==> config.mk <==
export PLATFORM = sky130hd
export DESIGN_NAME = hexdump_fmt
export DESIGN_NICKNAME = d
export VERILOG_FILES = /design/src/rtl/hexdump_pkg.sv /design/src/rtl/hexdump_byte_fifo.sv /design/src/rtl/hexdump_fmt.sv
export SDC_FILE = /design/constraint.sdc
export NUM_CORES = 1
export LEC_CHECK = 0
export CAP_MARGIN = 10
export CORE_ASPECT_RATIO = 1.1
export CORE_MARGIN = 2
export CORE_UTILIZATION = 63
export CTS_BUF_LIST = sky130_fd_sc_hd__clkbuf_4
export DETAILED_ROUTE_END_ITERATION = 6
export GPL_TIMING_DRIVEN = 0
export PLACE_DENSITY = 0.82
export SYNTH_ARGS = -nofsm -noshare
export SYNTH_HDL_FRONTEND = slang
export SYNTH_SLANG_ARGS = --single-unit
==> constraint.sdc <==
create_clock -name clk -period 2.1 [get_ports clk]
set_input_delay 0.525 -clock clk [delete_from_list [all_inputs] [get_ports clk]]
set_output_delay 0.525 -clock clk [all_outputs]
set_load 0.02 [all_outputs]
==> src/rtl/hexdump_pkg.sv <==
// Shared constants, emitter state encoding and nibble-to-ASCII helper for
// the hexdump formatter. The OFS state only exists when HEXDUMP_OFFSET_EN
// is defined.
package hexdump_pkg;

  localparam logic [7:0] ASCII_SP    = 8'h20;
  localparam logic [7:0] ASCII_CR    = 8'h0D;
  localparam logic [7:0] ASCII_LF    = 8'h0A;
  localparam logic [7:0] ASCII_COLON = 8'h3A;

  typedef enum logic [2:0] {
    ST_IDLE = 3'd0,
`ifdef HEXDUMP_OFFSET_EN
    ST_OFS  = 3'd1,
`endif
    ST_HI   = 3'd2,
    ST_LO   = 3'd3,
    ST_SEP  = 3'd4,
    ST_CR   = 3'd5,
    ST_LF   = 3'd6
  } state_e;

  // Uppercase ASCII hex digit for one nibble.
  function automatic logic [7:0] hexdigit(input logic [3:0] nib);
    if (nib < 4'd10) begin
      return 8'h30 + {4'h0, nib};
    end
    return 8'h37 + {4'h0, nib};
  endfunction

endpackage

==> src/rtl/hexdump_byte_fifo.sv <==
// Circular byte buffer between the UART receiver and the hexdump emitter.
// Pointers carry one extra wrap bit so full and empty are distinguishable.
// A byte arriving while full is dropped and reported one cycle later.
module hexdump_byte_fifo
  import hexdump_pkg::*;
#(
  parameter int DEPTH = 16
) (
  input  logic       clk,
  input  logic       reset,
  input  logic [7:0] wr_data,
  input  logic       wr_en,
  input  logic       rd_en,
  output logic [7:0] rd_data,
  output logic       empty,
  output logic       overflow
);

  localparam int AW = $clog2(DEPTH);
  localparam logic [AW:0] PTR_ONE = (AW + 1)'(1);

  logic [7:0]  mem_q [DEPTH];
  logic [AW:0] wr_ptr_q, wr_ptr_d;
  logic [AW:0] rd_ptr_q, rd_ptr_d;
  logic        overflow_q, overflow_d;
  logic        full, push, pop;

  assign full  = (wr_ptr_q[AW] != rd_ptr_q[AW]) &&
                 (wr_ptr_q[AW-1:0] == rd_ptr_q[AW-1:0]);
  assign empty = (wr_ptr_q == rd_ptr_q);
  // Fullness is judged before any same-cycle pop, so a pop never rescues a
  // byte that arrives while full.
  assign push  = wr_en && !full;
  assign pop   = rd_en && !empty;

  assign rd_data  = mem_q[rd_ptr_q[AW-1:0]];
  assign overflow = overflow_q;

  // Next pointer values and the drop indication.
  always_comb begin
    wr_ptr_d   = push ? wr_ptr_q + PTR_ONE : wr_ptr_q;
    rd_ptr_d   = pop  ? rd_ptr_q + PTR_ONE : rd_ptr_q;
    overflow_d = wr_en && full;
  end

  // Pointer and flag registers.
  always_ff @(posedge clk) begin
    if (reset) begin
      wr_ptr_q   <= '0;
      rd_ptr_q   <= '0;
      overflow_q <= 1'b0;
    end else begin
      wr_ptr_q   <= wr_ptr_d;
      rd_ptr_q   <= rd_ptr_d;
      overflow_q <= overflow_d;
    end
  end

  // Storage array; contents are don't-care until written.
  always_ff @(posedge clk) begin
    if (push) begin
      mem_q[wr_ptr_q[AW-1:0]] <= wr_data;
    end
  end

endmodule

==> src/rtl/hexdump_fmt.sv <==
// Streaming hexdump formatter: buffered bytes become "XX " pairs, lines of
// BYTES_PER_LINE bytes end with CR LF, and flush closes a partial line.
// Define HEXDUMP_OFFSET_EN to prefix every line with an 8-digit byte offset
// followed by ": ".
//
// state | meaning
// IDLE  | wait for a buffered byte, pop it into the hold register
// OFS   | print line offset: 8 hex digits, ':' and ' '
// HI    | print high nibble of held byte
// LO    | print low nibble, advance column and offset
// SEP   | print ' ' between bytes
// CR    | print carriage return
// LF    | print line feed, start a new line
module hexdump_fmt
  import hexdump_pkg::*;
#(
  parameter int BYTES_PER_LINE = 16,
  parameter int IN_DEPTH       = 16
) (
  input  logic       clk,
  input  logic       reset,
  input  logic [7:0] in_data,
  input  logic       in_strobe,
  input  logic       flush,
  output logic       overflow,
  output logic [7:0] out_data,
  output logic       out_strobe,
  input  logic       out_ready
);

  localparam logic [7:0] BPL = 8'(BYTES_PER_LINE);

  logic [7:0]  fifo_rd_data;
  logic        fifo_empty;
  logic        fifo_pop;

  state_e      state_q, state_d;
  logic [7:0]  hold_q, hold_d;
  logic [7:0]  col_q, col_d;
  logic [31:0] offset_q, offset_d;
  logic        flush_pend_q, flush_pend_d;
  logic        out_strobe_q, out_strobe_d;
  logic [7:0]  out_data_q, out_data_d;
  logic [7:0]  col_inc;
  logic        emit;

`ifdef HEXDUMP_OFFSET_EN
  logic [3:0]  ofs_idx_q, ofs_idx_d;
  logic [3:0]  ofs_nib;
  logic [7:0]  ofs_char;
`endif

  hexdump_byte_fifo #(
    .DEPTH(IN_DEPTH)
  ) u_fifo (
    .clk      (clk),
    .reset    (reset),
    .wr_data  (in_data),
    .wr_en    (in_strobe),
    .rd_en    (fifo_pop),
    .rd_data  (fifo_rd_data),
    .empty    (fifo_empty),
    .overflow (overflow)
  );

  assign out_strobe = out_strobe_q;
  assign out_data   = out_data_q;
  assign col_inc    = col_q + 8'd1;
  // The gap after every strobe gives the transmitter a cycle to drop ready.
  assign emit       = (state_q != ST_IDLE) && out_ready && !out_strobe_q;

`ifdef HEXDUMP_OFFSET_EN
  // Character of the offset column selected by ofs_idx (digits MSB first).
  always_comb begin
    ofs_nib = offset_q[{~ofs_idx_q[2:0], 2'b00} +: 4];
    if (ofs_idx_q < 4'd8) begin
      ofs_char = hexdigit(ofs_nib);
    end else if (ofs_idx_q == 4'd8) begin
      ofs_char = ASCII_COLON;
    end else begin
      ofs_char = ASCII_SP;
    end
  end
`endif

  // Emitter next-state, counters and output character.
  always_comb begin
    state_d      = state_q;
    hold_d       = hold_q;
    col_d        = col_q;
    offset_d     = offset_q;
    flush_pend_d = flush_pend_q;
    out_strobe_d = 1'b0;
    out_data_d   = out_data_q;
    fifo_pop     = 1'b0;
`ifdef HEXDUMP_OFFSET_EN
    ofs_idx_d    = ofs_idx_q;
`endif

    // A flush at a clean line boundary has nothing to close.
    if (flush && ((col_q != 8'd0) || !((state_q == ST_IDLE) || (state_q == ST_SEP)))) begin
      flush_pend_d = 1'b1;
    end

    case (state_q)
      ST_IDLE: begin
        // Hold off popping while the transmitter is stalled, so the buffer
        // depth alone bounds how many bytes can be absorbed.
        if (!fifo_empty && out_ready) begin
          fifo_pop = 1'b1;
          hold_d   = fifo_rd_data;
`ifdef HEXDUMP_OFFSET_EN
          ofs_idx_d = 4'd0;
          state_d   = (col_q == 8'd0) ? ST_OFS : ST_HI;
`else
          state_d   = ST_HI;
`endif
        end
      end
`ifdef HEXDUMP_OFFSET_EN
      ST_OFS: begin
        if (emit) begin
          out_strobe_d = 1'b1;
          out_data_d   = ofs_char;
          if (ofs_idx_q == 4'd9) begin
            state_d = ST_HI;
          end else begin
            ofs_idx_d = ofs_idx_q + 4'd1;
          end
        end
      end
`endif
      ST_HI: begin
        if (emit) begin
          out_strobe_d = 1'b1;
          out_data_d   = hexdigit(hold_q[7:4]);
          state_d      = ST_LO;
        end
      end
      ST_LO: begin
        if (emit) begin
          out_strobe_d = 1'b1;
          out_data_d   = hexdigit(hold_q[3:0]);
          col_d        = col_inc;
          offset_d     = offset_q + 32'd1;
          if ((col_inc == BPL) || flush_pend_q) begin
            state_d = ST_CR;
          end else begin
            state_d = ST_SEP;
          end
        end
      end
      ST_SEP: begin
        if (emit) begin
          out_strobe_d = 1'b1;
          out_data_d   = ASCII_SP;
          state_d      = flush_pend_q ? ST_CR : ST_IDLE;
        end
      end
      ST_CR: begin
        if (emit) begin
          out_strobe_d = 1'b1;
          out_data_d   = ASCII_CR;
          state_d      = ST_LF;
        end
      end
      ST_LF: begin
        if (emit) begin
          out_strobe_d = 1'b1;
          out_data_d   = ASCII_LF;
          col_d        = 8'd0;
          flush_pend_d = 1'b0;
          state_d      = ST_IDLE;
        end
      end
      default: begin
        state_d = ST_IDLE;
      end
    endcase
  end

  // Emitter registers; reset abandons any partially printed line.
  always_ff @(posedge clk) begin
    if (reset) begin
      state_q      <= ST_IDLE;
      hold_q       <= '0;
      col_q        <= '0;
      offset_q     <= '0;
      flush_pend_q <= 1'b0;
      out_strobe_q <= 1'b0;
      out_data_q   <= '0;
`ifdef HEXDUMP_OFFSET_EN
      ofs_idx_q    <= '0;
`endif
    end else begin
      state_q      <= state_d;
      hold_q       <= hold_d;
      col_q        <= col_d;
      offset_q     <= offset_d;
      flush_pend_q <= flush_pend_d;
      out_strobe_q <= out_strobe_d;
      out_data_q   <= out_data_d;
`ifdef HEXDUMP_OFFSET_EN
      ofs_idx_q    <= ofs_idx_d;
`endif
    end
  end

endmodule

======== Word-level counts from Yosys, hierarchy flattened ========
Memories as Yosys holds them, arrays and structs flattened. A register that Yosys moved wholly into a read port is not among the register bits.
Cells that the tools add are included.
storage, ports and cells
  bits in registers ....................... 32
  input port bits ......................... 13
  output and inout bits ................... 10
  bits in writable memories ............... 128
  memories kept ........................... 1
cells by class
  multiplexer cells ....................... 36
  magnitude comparators ................... 2
  reduce and logical (&&, ||, !) cells .... 26
  bitwise gates (word level) .............. 1
  equality and inequality tests ........... 15
  add/subtract/negate cells ............... 7
memory list
  memory        words  width  read ports  clocked after memory_dff  wr ports  RTL line                 source
  u_fifo.mem_q  16     8      1           1                         1         hexdump_byte_fifo.sv:22  logic [7:0] mem_q [DEPTH];
operators by type and width
  operator             number
  $mux 8               11
  $pmux 8 s5           1
  $add 6x4->7 const A  4
  $mux 3               7
  $pmux 3 s6           1
  $pmux 8 s2           1
  $mux 1               15
  $reduce_and 6->1     2
  $add 5x1->5 const B  2
  $ne 2x2->1 const B   5
  $eq 3x3->1 const B   3
  $add 8x1->8 const B  1
  $eq 8x5->1 const B   1
  $logic_and 1x1->1    8
  $lt 4x4->1 const B   2
  $reduce_bool 8->1    1
  $eq 3x2->1 const B   2
  $eq 5x5->1           1
  $reduce_bool 5->1    1
  $reduce_or 5->1      1
  $eq 4x4->1           1
  $logic_not 1->1      4
  $logic_not 3->1      1
  $logic_or 1x1->1     3
  other kinds (8)      8

======== Depth between registers and ports, before layout ========
  word-level depth ........................ 8
  mapped depth ............................ 7

======== Hierarchy ========
A second synthesis with hierarchy kept.
second synthesis, totals
  cell total of the unflattened synthesis .. 501
  area total of the unflattened synthesis .. 7544.7 um^2
by module, submodules not included
  module             cells an instance  area each (um^2)  instances
  hexdump_byte_fifo  289                5838.1            1
  hexdump_fmt        212                1706.6            1

======== Worst setup path before layout ========
No wires, ideal clock.
  kind .................................... register -> register
  from .................................... register u_fifo.rd_ptr_q[0]
  to ...................................... memory u_fifo.mem_q[3][0] (enable)
  required time ........................... 1.717 ns
  slack ................................... 0.207 ns
  clock period less this slack ............ 1.893 ns
  stages on the path, launching flop included .. 6
  buffers on the path ..................... 1
  data arrival time ....................... 1.509 ns
  cells stage by stage .................... dfxtp_1 > buf_6 > xnor2_1 > nand4_2 > o211ai_1 > nor3_1
on the way
  longest elaborated chain between the ends .. 6
RTL lines
  item                          RTL line                 source
  from (decl)                   hexdump_byte_fifo.sv:24  logic [AW:0] rd_ptr_q, rd_ptr_d;
  from (signal assigned)        hexdump_byte_fifo.sv:54  rd_ptr_q <= rd_ptr_d;
  $eq 4x4->1                    hexdump_byte_fifo.sv:29  (wr_ptr_q[AW-1:0] == rd_ptr_q[AW-1:0]);
  $logic_and 1x1->1             hexdump_byte_fifo.sv:28  assign full = (wr_ptr_q[AW] != rd_ptr_q[AW]) &&
  $logic_not 1->1               hexdump_byte_fifo.sv:33  assign push = wr_en && !full;
  $logic_and 1x1->1             hexdump_byte_fifo.sv:33
  $mux 1                        hexdump_byte_fifo.sv:61  if (push) begin
  $mux 1 (implied by the code)  hexdump_byte_fifo.sv:62  mem_q[wr_ptr_q[AW-1:0]] <= wr_data;
  to (decl)                     hexdump_byte_fifo.sv:22
No other way between the ends.

======== Worst setup path after layout ========
  from .................................... register out_data_q[5], in the netlist out_data[5]
  to ...................................... output out_data[5]
RTL lines
  item                    RTL line            source
  from (decl)             hexdump_fmt.sv:43   logic [7:0] out_data_q, out_data_d;
  from (signal assigned)  hexdump_fmt.sv:202  out_data_q <= out_data_d;
  to (decl)               hexdump_fmt.sv:26   output logic [7:0] out_data,
No word-level cell between the ends.

==> results.py <==
metrics = {
    "critical_path": {
        "critPathMaxFanout": 2,
        "critPathSlowestCell": "clkdlybuf4s50_1",
        "cp_top_family": "buffers and inverters",
        "start_kind": "flop",
        "slowest_delay_ns": 0.61,
        "crit_type": "reg -> out",
        "cp-end-kind": "output port",
        "cp.arrival_ns": 1.54,
        "cp.buffers_inverters": 1,
        "path_cells": "clkdlybuf4s50_1",
        "cp.required_ns": 1.57,
    },
    "global_route": {
        "grt_pass1_vias": 4387,
        "grt_first_pass_wirelength_mm": 23.5,
        "grt-ovfl-total": 0,
        "grt_max_degree": 17,
        "antenna_found_initial": 0,
        "track_usage_pct": 26.1,
    },
    "die": {
        "die-height_um": 115,
        "die_area_sq_um": 12200,
        "fp.dieW_um": 105,
        "start_util_pct": 64.9,
        "ios": 23,
        "core_area_sq_um": 11000,
        "fp-row-count": 40,
    },
    "clock_network": {
        "cts_root_buf": "clkbuf_4",
        "clockBufferDepth": 2,
        "cts.clk_slew.worst_paths_ns": 0.16,
        "ctsHoldBuffers": 0,
        "tritoncts": "built",
        "h-tree-depth": 4,
        "cts.sinks": 167,
        "clk-insertion-delay-late_ns": 0.56,
        "cts_buffers": 17,
    },
    "layout": {
        "mostFrequentLayoutCells": "edfxtp_1 (128), dfxtp_1 (39), nor2_1 (32), mux4_2 (32), a21oi_1 (23)",
        "multi_input_area_sq_um": 2330,
        "fillers": 696,
        "fin_area_sq_um": 7910,
        "nets": 548,
        "regArea_sq_um": 4620,
        "area_delta_synth_final_pct": 11.3,
        "drive_gt1_share_pct": 19.1,
        "insertedDiodeCount": 0,
        "final_common_cell": "edfxtp_1",
        "fin_util_pct": 72.2,
    },
    "timing": {
        "max_freq_mhz": 485,
        "finalMaxSlewViolations": 0,
        "tns_ns": 0,
        "period_share_pct": 98.2,
        "period_needed_ns": 2.06,
        "worst_pin_slew_ns": 0.697,
        "hold_viol": 0,
        "timing.hold.ws_ns": 0.470,
        "setup_viol": 0,
        "final.setup_skew_ns": 0.0236,
        "relSlewSlack_pct": 53.4,
        "worst_slack_ns": 0.0371,
    },
    "synthesis": {
        "ys.flop_type": "edfxtp_1",
        "ys.warnings.count": 0,
        "avgSynthCellArea_sq_um": 14.7,
        "syn_nets": 506,
        "ys_seq_area_share_pct": 65.0,
        "syn_inst": 484,
        "postSynth.asyncResetShare_pct": 0,
        "synth-seq-cells": 167,
        "synth_edf_count": 128,
        "synth_area_sq_um": 7110,
        "yosys.cell_types.count": 53,
    },
    "routing": {
        "drt-pass1-iter-count": 4,
        "wl_per_cell_um": 21.7,
        "drcViolationCount": 0,
        "routed_wirelength_mm": 14.9,
        "first_iter_violations": 444,
        "num_vias": 4282,
        "routed_via_density": 6.25,
        "antenna_left": 0,
    },
    "flow_run": {
        "cap_violations": 0,
    },
    "placed_design": {
        "port_buffers": 21,
        "globalplace.congestion": 0.928,
        "place_area_sq_um": 7500,
        "post-place-ws_ns": -0.744,
        "post-dp-hpwl_mm": 10.1,
    },
    "power": {
        "powerDensity_nw_per_um2": 872,
        "ir_worst_vdd_mv": 0.554,
        "leakage_nw": 2.66,
    },
    "status": {
        "status": "completed",
    },
    "worst_hold_path": {
        "hp-class": "reg -> reg",
    },
}
==> tightest hold or removal path, delay by kind of cell, from the launching register on <==
kind             cells  cell delay (ns)
flip-flops           1             0.34
AND/OR/NAND/NOR      1             0.05
AO/OA/AOI/OAI        1             0.05
==> Yosys cell counts (all sizes together) (4+ instances only) <==
cell type | instances | area, sq um
dfxtp | 39 | 781
buf | 18 | 115
nor3 | 7 | 35.0
clkbuf | 11 | 42.5
a21oi | 23 | 115
mux4 | 32 | 721
nor2b | 17 | 106
edfxtp | 128 | 3840
inv | 12 | 45.0
nand2 | 16 | 60.1
xnor2 | 9 | 78.8
nand3b | 6 | 45.0
a22oi | 19 | 143
nand3 | 10 | 50.1
xor2 | 5 | 43.8
and3 | 15 | 95.1
a21o | 10 | 75.1
nor2 | 32 | 120
a211oi | 8 | 60.1
or3 | 4 | 25.0
o21ai | 19 | 95.1
ha | 9 | 113
==> power breakdown <==
group          switching, mW  total, mW  internal (mW)  leakage, nW
clock                   1.18       2.16          0.976        0.177
sequential            0.0671       3.71           3.64         1.47
combinational          0.571       1.03          0.462         1.01
total                   1.82       6.90           5.08         2.66
==> logic make-up after synthesis <==
group                      count (synthesis)  synth area share, %
other                                      1               0.0527
AOI/OAI and AO/OA                         98                 9.10
adders and majority gates                  9                 1.58
DFF                                      167                 65.0
muxes                                     35                 10.6
xor gates and xnor gates                  14                 1.72
and+or+nand+nor                          119                 9.01
buffers and inverters                     41                 2.85
==> state kept, by name, summed over array words and instances (netlist names) <==
| signal | flops |
|---|---|
| u_fifo.rd_ptr_q | 5 |
| out_strobe | 1 |
| hold_q | 8 |
| col_q | 8 |
| state_q | 3 |
| u_fifo.wr_ptr_q | 5 |
| u_fifo.mem_q | 128 |
| flush_pend_q | 1 |
| out_data | 7 |
| u_fifo.overflow | 1 |
==> what timing repair did <==
item                                    in CTS  in global routing
endpoints found under the setup margin     104                109
gates resized for setup                     13                  9
setup buffers                                2                  1
pin swaps                                    1                  2
gates cloned                                 0                  0
==> worst paths after layout <==
path / to / cells after the start / start / slack, ns
worst max register to register: hold_q[0] / 6 / u_fifo.rd_ptr_q[0] / 0.04
worst min-delay path: hold_q[4] / 2 / hold_q[4] / 0.47
worst max-delay path: out_data[5] / 1 / out_data[5] / 0.04
worst min register to register: hold_q[4] / 2 / hold_q[4] / 0.47
==> metrics by stage <==
stage / instances / power [mW]
2_1_floorplan: 484 / 4.50
3_3_place_gp: 652 / 4.77
3_5_place_dp: 652 / 4.81
4_1_cts: 685 / 6.91
5_1_grt: 685 / 7.14
6_report: 685 / 6.90
==> final cells by class <==
cell class                 instances  share of cell area (%)
inverter                          12                   0.569
timing repair buffer              24                    3.07
tap                              147                    2.32
clock inverter                    14                    2.64
sequential                       167                    58.4
buffer                            28                    1.94
clock buffer                      17                    1.61
multi-input combinational        276                    29.4
==> routing by layer <==
layer | share of wire [%] | global-route usage (%)
met2 | 52 | 45.4
met5 | 0 | 0
met3 | 4.3 | 4.22
met1 | 41 | 33.1
met4 | 2.8 | 11.0
(Power assumes the default switching activity.)
